## src/rtl/ks_audio_out_pkg.sv

```systemverilog
// Shared types and defaults for the Karplus-Strong audio output stage.
package ks_audio_out_pkg;

    localparam int DEF_DATA_WIDTH = 8;
    localparam int DEF_RAMP_STEP  = 1;

    typedef enum logic [1:0] {
        ST_MUTED = 2'd0,
        ST_RAMP  = 2'd1,
        ST_PLAY  = 2'd2
    } state_e;

    typedef enum logic {
        MODE_PWM = 1'b0,
        MODE_SD  = 1'b1
    } mode_e;

endpackage

```

## src/rtl/ks_audio_out_if.sv

```systemverilog
// Sample handshake between the string voice (master) and the output stage (slave).
interface ks_audio_out_if
    import ks_audio_out_pkg::*;
#(
    parameter int DATA_WIDTH = DEF_DATA_WIDTH
) ();

    logic signed [DATA_WIDTH-1:0] sample;
    logic                         sample_valid;
    logic                         frame;

    modport master (output sample, output sample_valid, input frame);
    modport slave  (input sample, input sample_valid, output frame);

endinterface

```

## src/rtl/ks_pwm_sd_mod.sv

```systemverilog
// 1-bit modulator: PWM compare against the frame counter or first-order sigma-delta.
module ks_pwm_sd_mod
    import ks_audio_out_pkg::*;
#(
    parameter int DATA_WIDTH = DEF_DATA_WIDTH
) (
    input  logic                  clk,
    input  logic                  rst_n,
    input  logic [DATA_WIDTH-1:0] cnt,
    input  logic [DATA_WIDTH-1:0] duty,
    input  mode_e                 mode,
    input  logic                  clr,
    output logic                  audio
);

    localparam int W = DATA_WIDTH;

    logic [W:0] acc;

    // The carry out of the accumulator is the sigma-delta bitstream.
    always_ff @(posedge clk or negedge rst_n) begin
        if (!rst_n) begin
            acc   <= '0;
            audio <= 1'b0;
        end else begin
            if (clr) begin
                acc <= '0;
            end else begin
                acc <= {1'b0, acc[W-1:0]} + {1'b0, duty};
            end
            audio <= (mode == MODE_SD) ? acc[W] : (cnt < duty);
        end
    end

endmodule

```

## src/rtl/ks_audio_out.sv

```systemverilog
// Output stage for the string voice: frame pacing, one-deep sample buffer,
// volume shift, click-free mute ramp and 1-bit PWM / sigma-delta output.
module ks_audio_out
    import ks_audio_out_pkg::*;
#(
    parameter int DATA_WIDTH = DEF_DATA_WIDTH,
    parameter int RAMP_STEP  = DEF_RAMP_STEP
) (
    input  logic           clk_i,
    input  logic           rst_n,
    ks_audio_out_if.slave  voice,
    input  logic [2:0]     volume_i,
    input  logic           mute_i,
    input  logic           mode_i,
    input  logic           overrun_clr_i,
    output logic           audio_o,
    output logic           frame_o,
    output logic           muted_o,
    output logic           overrun_o,
    output logic           underrun_o
);

    localparam int W = DATA_WIDTH;
    typedef logic signed [W:0] wide_t;
    localparam wide_t                STEP_W = wide_t'(RAMP_STEP);
    localparam logic signed [W-1:0]  STEP_N = W'(RAMP_STEP);

    logic [W-1:0]        cnt;
    logic                frame;
    logic signed [W-1:0] pend;
    logic                pend_full;
    logic signed [W-1:0] target;
    logic signed [W-1:0] next_target;
    logic signed [W-1:0] level;
    logic signed [W-1:0] level_nxt;
    logic signed [W-1:0] goal;
    logic                overrun_set;
    logic                underrun_set;
    logic                clr_acc;
    logic [W-1:0]        duty;
    state_e              state;
    mode_e               mode_q;

    function automatic logic signed [W-1:0] attenuate(input logic signed [W-1:0] s,
                                                      input logic [2:0] sh);
        return s >>> sh;
    endfunction

    // Difference taken one bit wider so a full-scale swing cannot wrap.
    function automatic logic signed [W-1:0] ramp_toward(input logic signed [W-1:0] cur,
                                                        input logic signed [W-1:0] dst);
        wide_t diff;
        diff = wide_t'(dst) - wide_t'(cur);
        if (diff > STEP_W) begin
            return cur + STEP_N;
        end else if (diff < -STEP_W) begin
            return cur - STEP_N;
        end
        return dst;
    endfunction

    assign frame       = &cnt;
    assign frame_o     = frame;
    assign voice.frame = frame;

    always_comb begin
        next_target = target;
        if (frame && voice.sample_valid) begin
            next_target = attenuate(voice.sample, volume_i);
        end else if (frame && pend_full) begin
            next_target = attenuate(pend, volume_i);
        end
    end

    assign goal         = mute_i ? '0 : next_target;
    assign level_nxt    = ramp_toward(level, goal);
    assign overrun_set  = voice.sample_valid && pend_full && !frame;
    assign underrun_set = frame && !voice.sample_valid && !pend_full && (state == ST_PLAY);
    assign clr_acc      = frame && (mode_e'(mode_i) != mode_q);
    assign duty         = {~level[W-1], level[W-2:0]};

    // Buffer data only; its validity lives in pend_full.
    always_ff @(posedge clk_i) begin
        if (voice.sample_valid && !frame) begin
            pend <= voice.sample;
        end
    end

    always_ff @(posedge clk_i or negedge rst_n) begin
        if (!rst_n) begin
            cnt        <= '0;
            target     <= '0;
            level      <= '0;
            pend_full  <= 1'b0;
            mode_q     <= MODE_PWM;
            overrun_o  <= 1'b0;
            underrun_o <= 1'b0;
        end else begin
            cnt <= cnt + W'(1);
            if (frame) begin
                target    <= next_target;
                level     <= level_nxt;
                mode_q    <= mode_e'(mode_i);
                pend_full <= 1'b0;
            end else if (voice.sample_valid) begin
                pend_full <= 1'b1;
            end
            overrun_o  <= overrun_set  | (overrun_o  & ~overrun_clr_i);
            underrun_o <= underrun_set | (underrun_o & ~overrun_clr_i);
        end
    end

    // Mute/ramp FSM; decisions use the level that results from this frame's step.
    always_ff @(posedge clk_i or negedge rst_n) begin
        if (!rst_n) begin
            state   <= ST_MUTED;
            muted_o <= 1'b1;
        end else if (frame) begin
            case (state)
                ST_MUTED: begin
                    if (!mute_i) begin
                        state   <= ST_RAMP;
                        muted_o <= 1'b0;
                    end
                end
                ST_RAMP: begin
                    if (!mute_i && (level_nxt == goal)) begin
                        state <= ST_PLAY;
                    end else if (mute_i && (level_nxt == '0)) begin
                        state   <= ST_MUTED;
                        muted_o <= 1'b1;
                    end
                end
                ST_PLAY: begin
                    if (mute_i || (level_nxt != goal)) begin
                        state <= ST_RAMP;
                    end
                end
                default: begin
                    state   <= ST_MUTED;
                    muted_o <= 1'b1;
                end
            endcase
        end
    end

    ks_pwm_sd_mod #(
        .DATA_WIDTH (W)
    ) u_mod (
        .clk   (clk_i),
        .rst_n (rst_n),
        .cnt   (cnt),
        .duty  (duty),
        .mode  (mode_q),
        .clr   (clr_acc),
        .audio (audio_o)
    );

endmodule

```

## src/flat_wrapper.sv

```systemverilog
// flat-port wrapper written by rule: the top's interface ports become plain ports
module ks_audio_out_flat import ks_audio_out_pkg::*;
#(
    parameter int DATA_WIDTH = DEF_DATA_WIDTH,
    parameter int RAMP_STEP  = DEF_RAMP_STEP
)
  (clk_i, rst_n, volume_i, mute_i, mode_i, overrun_clr_i, audio_o, frame_o, muted_o, overrun_o, underrun_o, voice_sample, voice_sample_valid, voice_frame);
  ks_audio_out_if #(.DATA_WIDTH(DATA_WIDTH)) voice_i ();
  input  logic clk_i;
  input  logic rst_n;
  input  logic [2:0] volume_i;
  input  logic mute_i;
  input  logic mode_i;
  input  logic overrun_clr_i;
  output logic audio_o;
  output logic frame_o;
  output logic muted_o;
  output logic overrun_o;
  output logic underrun_o;
  input wire logic [$bits(voice_i.sample)-1:0] voice_sample;
  input wire logic [$bits(voice_i.sample_valid)-1:0] voice_sample_valid;
  output wire logic [$bits(voice_i.frame)-1:0] voice_frame;
  assign voice_i.sample = voice_sample;
  assign voice_i.sample_valid = voice_sample_valid;
  assign voice_frame = voice_i.frame;
  ks_audio_out #(.DATA_WIDTH(DATA_WIDTH), .RAMP_STEP(RAMP_STEP)) u_core (.clk_i(clk_i), .rst_n(rst_n), .voice(voice_i), .volume_i(volume_i), .mute_i(mute_i), .mode_i(mode_i), .overrun_clr_i(overrun_clr_i), .audio_o(audio_o), .frame_o(frame_o), .muted_o(muted_o), .overrun_o(overrun_o), .underrun_o(underrun_o));
endmodule
```

## config.mk

```make
export PLATFORM = sky130hd
export DESIGN_NAME = ks_audio_out_flat
export DESIGN_NICKNAME = d
export VERILOG_FILES = /design/src/rtl/ks_audio_out_pkg.sv /design/src/rtl/ks_audio_out_if.sv /design/src/rtl/ks_pwm_sd_mod.sv /design/src/rtl/ks_audio_out.sv /design/src/flat_wrapper.sv
export SDC_FILE = /design/constraint.sdc
export NUM_CORES = 1
export LEC_CHECK = 0
export CORE_MARGIN = 1
export CORE_UTILIZATION = 35
export DETAILED_ROUTE_END_ITERATION = 16
export HOLD_SLACK_MARGIN = 0.1
export SETUP_SLACK_MARGIN = 0.1
export SYNTH_ARGS = -nofsm -noshare
export SYNTH_HDL_FRONTEND = slang
export SYNTH_SLANG_ARGS = --single-unit
```

## constraint.sdc

```tcl
create_clock -name clk_i -period 7 [get_ports clk_i]
set_input_delay 1.05 -clock clk_i [delete_from_list [all_inputs] [get_ports clk_i]]
set_output_delay 1.05 -clock clk_i [all_outputs]
set_load 0.03 [all_outputs]
```

After elaboration in Yosys (flattened, before gate mapping)
Cells that the tools add are included.
Cells by class
  reduce and logical (&&, ||, !) cells: 22
  shift operators: 2
  equal/unequal tests: 10
  bitwise logic cells: 7
  $add $sub $neg: 5
  order comparisons: 3
  multiplexer cells: 21
Operator list (count)
  $mux 8: 6
  $sshr 8x3->8: 2
  $reduce_and 12->1: 1
  $logic_and 1x1->1: 11
  $reduce_and 11->1: 1
  $add 8x8->9: 1
  $gt 9x2->1 const B: 1
  $lt 9x1->1 const B: 1
  $mux 9: 1
  $sub 8x8->9: 1
  $add 8x1->8 const B: 1
  $add 8x2->8 const B: 1
  $eq 8x8->1: 1
  $logic_not 8->1: 1
  $lt 8x8->1: 1
  $mux 1: 8
  $mux 2: 4
  $ne 8x8->1: 1
  $reduce_and 8->1: 1
  $sub 8x2->8 const B: 1
  $ne 2x2->1 const B: 3
  $pmux 2 s3: 1
  $logic_not 1->1: 4
  $ne 3x1->1 const B: 1
  11 further kinds: 15
Storage, ports and cells
  register bits after elaboration: 49
  output and inout port bits: 6
  word-level logic and storage cells: 82

Logic depth before layout (Yosys ltp)
  depth in word-level cells: 15
  mapped depth: 25
  mapped depth without buffers: 25

Hierarchy
Synthesis repeated with hierarchy kept, for this count alone.
Unflattened totals
  cells, all modules: 432
  area total of the unflattened synthesis: 4042.6 sq um
Modules (own cells, without submodules)
  ks_audio_out: times used 1, area each 3273.1 sq um, sequential area each 1017.2 sq um, cells each 351
  ks_pwm_sd_mod: times used 1, area each 769.5 sq um, sequential area each 250.2 sq um, cells each 81

Least setup slack after synthesis
No wires, ideal clock.
  kind: in2reg
  start: in volume_i[0]
  end: reg u_core.state[0]
  slack: 1.286 ns
  buffers on the path: 1
  setup time: 0.104 ns
  arrival time: 5.610 ns
  cell stages on the path: 22
  cells stage by stage: buf_4 nor2_2 mux2_1 a2111o_1 o221a_2 and2_1 ha_1 nand2b_1 a21oi_1 o31ai_1 xor2_1 nand4_1 nand2_1 ha_1 a21oi_1 o211ai_1 o41ai_1 xnor2_1 xor2_1 mux2i_1 o21ai_1 o311ai_1
Between the ends
  longest elaborated chain between the ends: 13
  elaborated cells on any way between the ends: 23
Ends and longest elaborated chain
  start, declared: line flat_wrapper.sv:11  | input logic [2:0] volume_i;
  $sshr 8x3->8: line ks_audio_out.sv:46  | return s >>> sh;
  $mux 8: line ks_audio_out.sv:70  | end else if (frame && pend_full) begin
  $mux 8 (*): line ks_audio_out.sv:68  | if (frame && voice.sample_valid) begin
  $mux 8 (*): line ks_audio_out.sv:75  | assign goal = mute_i ? '0 : next_target;
  $sub 8x8->9: line ks_audio_out.sv:53  | diff = wide_t'(dst) - wide_t'(cur);
  $lt 9x1->1: line ks_audio_out.sv:56  | end else if (diff < -STEP_W) begin
  $mux 1: line ks_audio_out.sv:56
  $mux 1: line ks_audio_out.sv:54  | if (diff > STEP_W) begin
  $mux 8: line ks_audio_out.sv:59  | return dst;
  $eq 8x8->1 (tied with other cells): line ks_audio_out.sv:127  | if (!mute_i && (level_nxt == goal)) begin
  $logic_and 1x1->1 (tied with other cells): line ks_audio_out.sv:127
  $ne 3x1->1 (no source line) (tied with other cells)
  $reduce_and 11->1 (no source line) or $pmux 2 s3 (tied branches)
  end signal, assigned: line ks_audio_out.sv:128  | state <= ST_PLAY;
  end signal, assigned: line ks_audio_out.sv:130  | state <= ST_MUTED;
  end signal, assigned: line ks_audio_out.sv:136  | state <= ST_RAMP;
  end, declared: line ks_audio_out.sv:41  | state_e state;
Every way passes the cells marked *; elsewhere a longest branch is shown, timed or not.
A chain may end at the register's enable or synchronous reset.

Worst setup path after layout
  start: in volume_i[1]
  end: reg u_core.state[0]
The elaborated chain is that of the path after synthesis.

==> impl_summary.txt <==
----------------------------------------------------
[Global routing]
  GRT Overall Usage ... between 10% and 20%
  Maximum number of pins on one net before global-route repair ... 42
  First-pass GRT wire length ... 16500 um
  Sum of overflow across all layers after global routing ... 0
  Via count of the first global-routing pass ... roughly 3300
  Antenna violations before repair ... 0

[Floorplanning]
  Area inside the core boundary ... 10800 sq um
  Height of the die ... 107 um
  Die X-Extent ... roughly 110 um
  # IOs ... 23
  Initial Util ... a little over a third
  Full die area ... approximately 11000 sq um
  Number of rows created at floorplan ... 38

[Cells and area]
  Final antenna diode count ... 0
  Layout overhead on the synthesized area ... 13.3%
  Final net count ... between 400 and 500
  Fraction of layout cells with a size suffix above 1 ... 10.7%
  Most common cell after layout, fill and taps aside ... sky130_fd_sc_hd__dfrtp_1
  Fill cell instance count of the final layout ... 1065
  Most frequent cells in the layout ... sky130_fd_sc_hd__dfrtp_1, sky130_fd_sc_hd__nor2_1, sky130_fd_sc_hd__ha_1, sky130_fd_sc_hd__nand2_1, sky130_fd_sc_hd__inv_1
  Multi-input logic area ... about 2400 sq um
  Sequential cell area ... 1270 sq um

[Worst setup path]
  Critical path fanouts, max ... 9
  Arrival time at the worst endpoint ... around 6.7 ns
  Setup CP Type ... in -> reg
  Kind of start point of the critical path ... primary input
  Worst endpoint required time ... between 7 and 8 ns
  Path depth of the worst reg2reg path ... 25
  CP endpoint kind ... flip-flop

[Synthesis]
  Number of warnings printed during yosys synthesis ... 0
  Number of synthesized flops with an enable pin ... 8
  Leading register cell type out of synthesis ... sky130_fd_sc_hd__dfrtp_1
  Synth area leaders ... sky130_fd_sc_hd__dfrtp_1, sky130_fd_sc_hd__ha_1, sky130_fd_sc_hd__edfxtp_1
  Post-synth top area share ... between 20 and 30%
  Proportion of synthesized chip area in sequential cells ... 32.7%
  Cells after Synth ... between 400 and 500
  Leading area contributor after synthesis ... sky130_fd_sc_hd__dfrtp_1
  Syn Std Cell Area ... between 3000 and 4000 sq um
  Post-synth net total ... 461
  Per-instance average area after synthesis ... between 9 and 10 sq um
  Async SR Flop Fraction ... ~84%
  Number of distinct library cells after synthesis ... 69
  Total of flip-flops plus latches after synthesis ... 49

[Worst hold path]
  Number of cells on the worst hold path ... 1
  Type of the worst min-delay path ... reg -> reg

[Clock tree]
  Number of levels in the clock H-tree ... 2
  Number of resized instances in the post-cts repair step ... 0
  Clock-pin slew on the worst setup and hold paths ... 0.10 ns
  Hold buffer count at cts ... 0
  Number of buffers added for setup after CTS ... 0
  CTS Root Buffer Type ... sky130_fd_sc_hd__clkbuf_8
  Clock tree from TritonCTS ... built
  Number of clock buffers inserted by TritonCTS ... 5
  Count of clock tree sinks ... 49
  Worst skew pair latency ... between 0.3 and 0.4 ns
  Max Root-Sink Buffers ... 2

[STA]
  Fin crit share ... around 90%
  RSZ-0062 raised after global routing ... no
  Count of endpoints failing hold in the final timing report ... 0
  Sum of negative setup slack ... 0 ns
  Clock period minus worst slack ... about 6.5 ns
  Final Max Slew Viols ... 0
  Worst-Margin Slew ... between 0.9 and 1 ns
  Setup Viol. Count Final ... 0
  Worst hold slack ... 0.496 ns
  Worst Skew ... approximately 0.016 ns
  Slew HR ... roughly two fifths
  Maximum operating frequency ... 154 MHz

[Drt]
  Final WL ... 9630 um
  Post-route DRC ... 0
  Total via count in the routed design ... 3185
  Pre-antenna DRT Iters ... 4
  Number of nets with antenna violations after detailed routing ... 0
  Drt wl/cell ... approximately 17 um
  Number of DRC markers in iteration 0 ... 150
  Vias per cell ... between 5 and 6

[Power and ir drop]
  VDD IR max ... between 0.07 and 0.08 mV
  Standby leakage power ... 1.99 nW
  Power density over cell area ... approximately 160 nW/um^2

[Run]
  Max Cap Violations ... 0

[Placement]
  Half-perimeter wire length after placement ... about 7600 um
  GP Congestion ... 0.920
  Count of buffers inserted at the top-level ports ... 22

[Run status]
  Run status ... finished, final reports clean

----------------------------------------------------
## through the flow
| stage | total power, mW | instances | cell area, sq um | util [%] | setup slack, ns |
|---|---|---|---|---|---|
| 6_report | 0.709 | 579 | 4390 | 40.7 | 0.511 |
| 5_1_grt | 0.762 | 579 | 4390 | 40.7 | 0.115 |
| 3_5_place_dp | 0.541 | 571 | 4290 | 39.8 | 0.157 |
| 2_1_floorplan | 0.480 | 411 | 3880 | - | 1.29 |
| 4_1_cts | 0.720 | 579 | 4380 | 40.6 | 0.435 |
| 3_3_place_gp | 0.534 | 571 | 4290 | 39.8 | 0.289 |
## power by group
part,switching [mW],leakage (nW),internal [mW]
registers,0.00993,0.538,0.315
clock network,0.102,0.0465,0.0709
logic,0.113,1.40,0.0976
## cell families after synthesis
| family | Yosys count | synth area share (%) |
|---|---|---|
| AND/OR/NAND/NOR | 128 | 16.7 |
| XOR/XNOR | 27 | 6.10 |
| AO/OA/AOI/OAI | 102 | 18.6 |
| multiplexers | 30 | 9.97 |
| buffers and inverters | 42 | 4.71 |
| adder cells (fa/ha/maj) | 33 | 11.2 |
| flip-flops | 49 | 32.7 |
## area by class of cell
| cell class | count | area share (%) |
|---|---|---|
| Multi-Input combinational cell | 320 | 55.6 |
| Sequential cell | 49 | 28.9 |
| Clock inverter | 3 | 0.427 |
| Tap cell | 140 | 3.99 |
| Clock buffer | 5 | 1.57 |
| Timing Repair Buffer | 37 | 7.46 |
| Inverter | 25 | 2.14 |
## registers in the layout, indices dropped and copies added, names as in the netlist, 2 cells and up
name	count
u_core.state	2
u_core.cnt	8
u_core.level	8
u_core.u_mod.acc	9
u_core.pend	8
u_core.target	8
## final timing paths
path                                from             endpoint  slack [ns]
min in group asynchronous          rst_n  u_core.u_mod.acc[2]        0.85
max                          volume_i[1]      u_core.state[0]        0.51
max reg2reg                u_core.cnt[0]      u_core.state[0]        1.12
min                        u_core.cnt[0]        u_core.cnt[0]        0.50
min reg2reg                u_core.cnt[0]        u_core.cnt[0]        0.50
max in group asynchronous          rst_n    u_core.underrun_o        5.54
## cells in the mapped netlist (3+ instances only)
master and n:
sky130_fd_sc_hd__xnor2_1 18, sky130_fd_sc_hd__fa_1 3, sky130_fd_sc_hd__a21o_1 10, sky130_fd_sc_hd__clkbuf_1 7, sky130_fd_sc_hd__mux4_2 5, sky130_fd_sc_hd__buf_2 5, sky130_fd_sc_hd__dfrtp_1 40, sky130_fd_sc_hd__nor2_1 37
sky130_fd_sc_hd__a21oi_1 21, sky130_fd_sc_hd__nand2b_1 10, sky130_fd_sc_hd__mux2_1 3, sky130_fd_sc_hd__mux2i_1 18, sky130_fd_sc_hd__inv_1 25, sky130_fd_sc_hd__nor3_1 8, sky130_fd_sc_hd__o21a_1 3, sky130_fd_sc_hd__ha_1 30
sky130_fd_sc_hd__nor2b_1 9, sky130_fd_sc_hd__o211ai_1 7, sky130_fd_sc_hd__o2111ai_1 4, sky130_fd_sc_hd__o21ai_1 10, sky130_fd_sc_hd__a22o_1 4, sky130_fd_sc_hd__and4_1 3, sky130_fd_sc_hd__nand4_1 3, sky130_fd_sc_hd__xor2_1 9
sky130_fd_sc_hd__o21ai_0 10, sky130_fd_sc_hd__nand2_1 28, sky130_fd_sc_hd__and2_1 4, sky130_fd_sc_hd__nand3_1 10, sky130_fd_sc_hd__buf_4 3, sky130_fd_sc_hd__mux2_2 3, sky130_fd_sc_hd__edfxtp_1 8, sky130_fd_sc_hd__o21bai_1 4
sky130_fd_sc_hd__o31ai_1 3
## critical path, cell delays in order
cell and delay (ns):
sky130_fd_sc_hd__clkdlybuf4s50_1 0.55, sky130_fd_sc_hd__buf_4 0.20, sky130_fd_sc_hd__mux2i_1 0.09, sky130_fd_sc_hd__mux2_2 0.26, sky130_fd_sc_hd__o2111a_1 0.23, sky130_fd_sc_hd__o21ai_1 0.22
sky130_fd_sc_hd__nand2_1 0.13, sky130_fd_sc_hd__ha_1 0.23, sky130_fd_sc_hd__fa_1 0.39, sky130_fd_sc_hd__nand2b_1 0.18, sky130_fd_sc_hd__a21oi_1 0.17, sky130_fd_sc_hd__xor2_1 0.10
sky130_fd_sc_hd__nor3_1 0.29, sky130_fd_sc_hd__nand4_1 0.19, sky130_fd_sc_hd__nand2_2 0.23, sky130_fd_sc_hd__ha_1 0.32, sky130_fd_sc_hd__a21oi_1 0.29, sky130_fd_sc_hd__o211ai_1 0.15
sky130_fd_sc_hd__a21oi_1 0.20, sky130_fd_sc_hd__xnor2_1 0.23, sky130_fd_sc_hd__xnor2_1 0.18, sky130_fd_sc_hd__o2111ai_1 0.15, sky130_fd_sc_hd__o32a_1 0.40, sky130_fd_sc_hd__o21ai_1 0.13
sky130_fd_sc_hd__o311ai_1 0.10
## routing by layer
layer | up-vias | part of all wire (%) | global-route usage [%]
met5 | - | 0 | 0
met4 | 0 | 2.6 | 7.83
met3 | 20 | 3.8 | 2.67
met2 | 66 | 49 | 31.2
met1 | 1543 | 45 | 23.6
li1 | 1556 | - | -
Power figures use the tool's default switching activity.
